File: src/rtl/serial_adder.sv
// rtl/serial_adder.sv - bit-serial ripple adder with valid/ready operand and result handshakes
//
// Purpose:
//   Adds two WIDTH-bit unsigned operands plus a carry-in, one bit per clock.
//   A single full_adder is reused across WIDTH shift cycles. The result
//   {cout,sum} is registered and held until the consumer takes it.
//
// Ports:
//   clk       in   clock, all state updates on the rising edge
//   rst       in   asynchronous active-high reset
//   in_valid  in   operand set offered
//   in_ready  out  block can accept operands (IDLE)
//   a, b      in   WIDTH-bit operands
//   cin       in   carry-in
//   out_valid out  result available (DONE)
//   out_ready in   consumer takes result
//   sum       out  registered WIDTH-bit sum
//   cout      out  registered carry-out
//   busy      out  high while shifting

module full_adder (
  input  logic x_i,
  input  logic y_i,
  input  logic c_i,
  output logic s_o,
  output logic c_o
);
  assign s_o = x_i ^ y_i ^ c_i;
  assign c_o = (x_i & y_i) | (x_i & c_i) | (y_i & c_i);
endmodule

module serial_adder #(
  parameter int WIDTH = 4
) (
  input  logic             clk,
  input  logic             rst,
  input  logic             in_valid,
  output logic             in_ready,
  input  logic [WIDTH-1:0] a,
  input  logic [WIDTH-1:0] b,
  input  logic             cin,
  output logic             out_valid,
  input  logic             out_ready,
  output logic [WIDTH-1:0] sum,
  output logic             cout,
  output logic             busy
);

  localparam logic [1:0] IDLE  = 2'd0;
  localparam logic [1:0] SHIFT = 2'd1;
  localparam logic [1:0] DONE  = 2'd2;

  // Counter only needs to reach WIDTH-1.
  localparam int CW = (WIDTH > 2) ? $clog2(WIDTH) : 1;
  localparam logic [CW-1:0] CNT_LAST = CW'(WIDTH - 1);
  localparam logic [CW-1:0] CNT_ONE  = CW'(1);

  logic [1:0]       state_q,  state_d;
  logic [CW-1:0]    cnt_q,    cnt_d;
  logic [WIDTH-1:0] a_sh_q,   a_sh_d;
  logic [WIDTH-1:0] b_sh_q,   b_sh_d;
  logic [WIDTH-1:0] sum_sh_q, sum_sh_d;
  logic             carry_q,  carry_d;
  logic [WIDTH-1:0] sum_q,    sum_d;
  logic             cout_q,   cout_d;

  logic             fa_s;
  logic             fa_c;
  logic [WIDTH-1:0] sum_shifted;

  full_adder u_fa (
    .x_i (a_sh_q[0]),
    .y_i (b_sh_q[0]),
    .c_i (carry_q),
    .s_o (fa_s),
    .c_o (fa_c)
  );

  // Sum bits enter at the MSB so after WIDTH shifts bit 0 sits at the LSB.
  assign sum_shifted = {fa_s, sum_sh_q[WIDTH-1:1]};

  always_comb begin
    state_d  = state_q;
    cnt_d    = cnt_q;
    a_sh_d   = a_sh_q;
    b_sh_d   = b_sh_q;
    sum_sh_d = sum_sh_q;
    carry_d  = carry_q;
    sum_d    = sum_q;
    cout_d   = cout_q;

    case (state_q)
      IDLE: begin
        if (in_valid) begin
          a_sh_d  = a;
          b_sh_d  = b;
          carry_d = cin;
          cnt_d   = '0;
          state_d = SHIFT;
        end
      end

      SHIFT: begin
        sum_sh_d = sum_shifted;
        a_sh_d   = a_sh_q >> 1;
        b_sh_d   = b_sh_q >> 1;
        carry_d  = fa_c;
        cnt_d    = cnt_q + CNT_ONE;
        if (cnt_q == CNT_LAST) begin
          // Final bit: publish the completed sum directly from the adder path.
          sum_d   = sum_shifted;
          cout_d  = fa_c;
          state_d = DONE;
        end
      end

      DONE: begin
        if (out_ready) begin
          state_d = IDLE;
        end
      end

      default: begin
        state_d = IDLE;
      end
    endcase
  end

  always_ff @(posedge clk or posedge rst) begin
    if (rst) begin
      state_q  <= IDLE;
      cnt_q    <= '0;
      a_sh_q   <= '0;
      b_sh_q   <= '0;
      sum_sh_q <= '0;
      carry_q  <= 1'b0;
      sum_q    <= '0;
      cout_q   <= 1'b0;
    end else begin
      state_q  <= state_d;
      cnt_q    <= cnt_d;
      a_sh_q   <= a_sh_d;
      b_sh_q   <= b_sh_d;
      sum_sh_q <= sum_sh_d;
      carry_q  <= carry_d;
      sum_q    <= sum_d;
      cout_q   <= cout_d;
    end
  end

  // Outputs decode straight from the state register, so reset forces them at once.
  assign in_ready  = (state_q == IDLE);
  assign out_valid = (state_q == DONE);
  assign busy      = (state_q == SHIFT);
  assign sum       = sum_q;
  assign cout      = cout_q;

endmodule

File: config.mk
export PLATFORM = sky130hd
export DESIGN_NAME = serial_adder
export DESIGN_NICKNAME = d
export VERILOG_FILES = /design/src/rtl/serial_adder.sv
export SDC_FILE = /design/constraint.sdc
export NUM_CORES = 1
export LEC_CHECK = 0
export BUFFER_PORTS_ARGS = -buffer_cell sky130_fd_sc_hd__buf_4
export CORE_UTILIZATION = 55
export CTS_CLUSTER_SIZE = 8
export DETAILED_ROUTE_END_ITERATION = 16
export GPL_TIMING_DRIVEN = 1
export PLACE_DENSITY = 0.8
export SYNTH_ARGS = -nofsm -noshare
export SYNTH_HDL_FRONTEND = slang
export SYNTH_HIERARCHICAL = 1
export SYNTH_SLANG_ARGS = --single-unit
export TNS_END_PERCENT = 20
File: constraint.sdc
create_clock -name clk -period 2.9 [get_ports clk]
set_input_delay 0.29 -clock clk [delete_from_list [all_inputs] [get_ports clk]]
set_output_delay 0.29 -clock clk [all_outputs]
set_load 0.1 [all_outputs]
==> impl_results.md <==
- Async S/R FF share, synth: 1.00
- Mean Syn Cell Area: between 10 and 15 sq um
- Initial antenna violation count: 0
- First-pass GRT wire length: roughly 2.8 mm
- DRC violations left: 0
- Critical Setup Path Class: reg2out
- Initial drt markers: 15
- HP Class: in2async
- Core area: between 1500 and 2000 sq um
- Total Wirelength: ~1.8 mm
- # hold bufs at CTS: 0
- Setup Buffers After CTS: 0
- MaxCap Viol Count: 0
- Synth top area share: 0.512
- Yosys warns: 6
- Register area share after synthesis: 0.512
- Syn Inst Count: a little over 80
- Gr usage total: 0.195
- Vias post-DR: between 600 and 700
- Vias/cell: around 5.4
- Worst-path clk slew: around 0.11 ns
- Most common cell in the synthesized netlist: dfrtp_1
- Shortest period the worst path allows: between 2 and 2.5 ns
- Routed len/inst: approximately 14 um
- RSZ-0062 raised after global routing: false
- Crit path launch type: flip-flop
- Count of flip-flops with a built-in enable after synthesis: 0
- Final hold vios: 0
- Final Util: 0.677
- Clock Path Buffers: 2
- Cell accounting for the most synthesized area: dfrtp_1
- # diodes: 0
- Worst path arrival time: between 1.5 and 2 ns
- Period utilization: 0.701
- TritonCTS Sinks: 21
- Final global-route overflow total: 0
- H-tree depth: 1
- CP required: about 2.6 ns
- Vias in the first global route: ~700
- Fin Hold WS: 0.141 ns
- Largest cells by area after synthesis: dfrtp_1 (51%), mux2_2 (9.9%), buf_6 (4.4%)
- Syn nets: 97
- Clk_skew: 0.000827 ns
- Fin Setup TNS: 0 ns
- Worst-skew pair later-pin latency: just under 0.3 ns
- Main flop type after synthesis: dfrtp_1
- Post_cts resized: 0
- CTS tree: built
- Final nets: 116
- CTS buffer count: 3
- # fillers: roughly 150
- Setup violators final: 0
- Die ar.: a little over 2000 sq um
- Starting density of the core: 0.589
- Tightest Pin Transition: ~0.80 ns
- Commonest cells in the netlist: dfrtp_1 (21), inv_1 (11), mux2_2 (9), nor4b_1 (5)
- Clock root buffer: clkbuf_4
- Drt pass-1 iters: 4
- Fmax: 492 MHz
- Rows: 15
- I/O pin cnt: 21
- Die H: 45.2 um
- Status: finished, final reports clean
- Synthesized area: between 1000 and 1500 sq um
- Routability cong.: around 0.74
- Chip Width: 45.2 um
- Area Overhead vs Synth: 15.0%
- Layout cells sized above 1: 0.360
- Register bit count reported by yosys: 21
- I/O Buffers: 20
- Largest net degree at the start of global routing: 22
- Worst-path maximum fanout: 19
- CP Capture Type: primary output
- DP HPWL: around 1.3 mm
- Final ANT Viol Nets: 0
- Netlist cell types: 25
- Rel. slew slack: 0.468
- Final Max Slew Viols: 0
-- placed cells by master (no fill, tap or decap), drive strengths merged --
cell type / Yosys / routed
ha: 1 / 1
clkbuf: 0 / 3
nand4bb: 1 / 1
nor3b: 2 / 2
a221oi: 3 / 3
o21ai: 1 / 1
nand2: 1 / 1
dfrtp: 21 / 21
a22o: 1 / 1
o311ai: 1 / 1
nor2: 4 / 4
a222oi: 2 / 2
o21bai: 1 / 1
nand3b: 1 / 1
clkinv: 0 / 1
inv: 11 / 11
mux2: 9 / 9
nand2b: 3 / 3
a21oi: 1 / 1
nor4b: 5 / 5
a211oi: 2 / 2
buf: 6 / 20
nor2b: 3 / 3
a32o: 1 / 1
fa: 1 / 1
-- layer usage --
| metal | track usage | wire [um] | share of wire | up-vias |
|---|---|---|---|---|
| met5 | 0 | 0 | 0 | - |
| met4 | 0.0727 | 14 | 0.0079 | 0 |
| met3 | 0.0240 | 62 | 0.035 | 2 |
| met2 | 0.342 | 892 | 0.50 | 17 |
| met1 | 0.245 | 810 | 0.46 | 325 |
| li1 | - | - | - | 325 |
-- metrics by stage --
step           std cells  cell area (sq um)  worst slack (ns)
6_report             125               1180             0.868
5_1_grt              125               1180             0.741
4_1_cts              125               1180             0.853
3_5_place_dp         121               1150              1.19
3_3_place_gp         121               1150              1.23
2_1_floorplan         82               1030             0.616
-- worst paths after layout --
kind	from	endpoint	slack [ns]	depth (start not counted)
min	rst	sum[3]$_DFFE_PP0P_	0.14	2
max	state_q[0]$_DFFE_PP0P_	busy	0.87	2
max in group asynchronous	rst	sum_sh_q[3]$_DFFE_PP0P_	2.26	2
min in group clk	out_ready	state_q[1]$_DFFE_PP0P_	0.17	2
max reg2reg	state_q[0]$_DFFE_PP0P_	sum_sh_q[3]$_DFFE_PP0P_	1.33	2
min reg2reg	sum[0]$_DFFE_PP0P_	sum[0]$_DFFE_PP0P_	0.52	1
-- logic make-up after synthesis --
logic type	share of synthesized area
DFF	0.512
and+or+nand+nor	0.150
buffers and inverters	0.0938
AOI/OAI and AO/OA	0.114
muxes	0.0987
adders and majority gates	0.0317
-- layout make-up --
type                            count  area (sq um)  area share
Sequential cell                    21           526       0.445
Multi-Input combinational cell     44           405       0.343
Timing Repair Buffer               20           150       0.127
Inverter                           11          41.3      0.0350
Tap cell                           25          31.3      0.0265
Clock buffer                        3          22.5      0.0191
Clock inverter                      1          5.00     0.00424
-- sequential cells by signal, summed over array words and instances, names as in the netlist --
signal and cells:
a_sh_q 4, b_sh_q 4, carry_q 1, cnt_q 2, cout 1, state_q 2
sum 4, sum_sh_q 3
-- worst max-delay path: stages, from the launching register on --
cell,delay (ns)
dfrtp_1,0.76
nor2b_4,0.36
buf_4,0.33
Power is not shown: default switching activity piles up to over one toggle a cycle in this logic, so the estimate is an artifact.
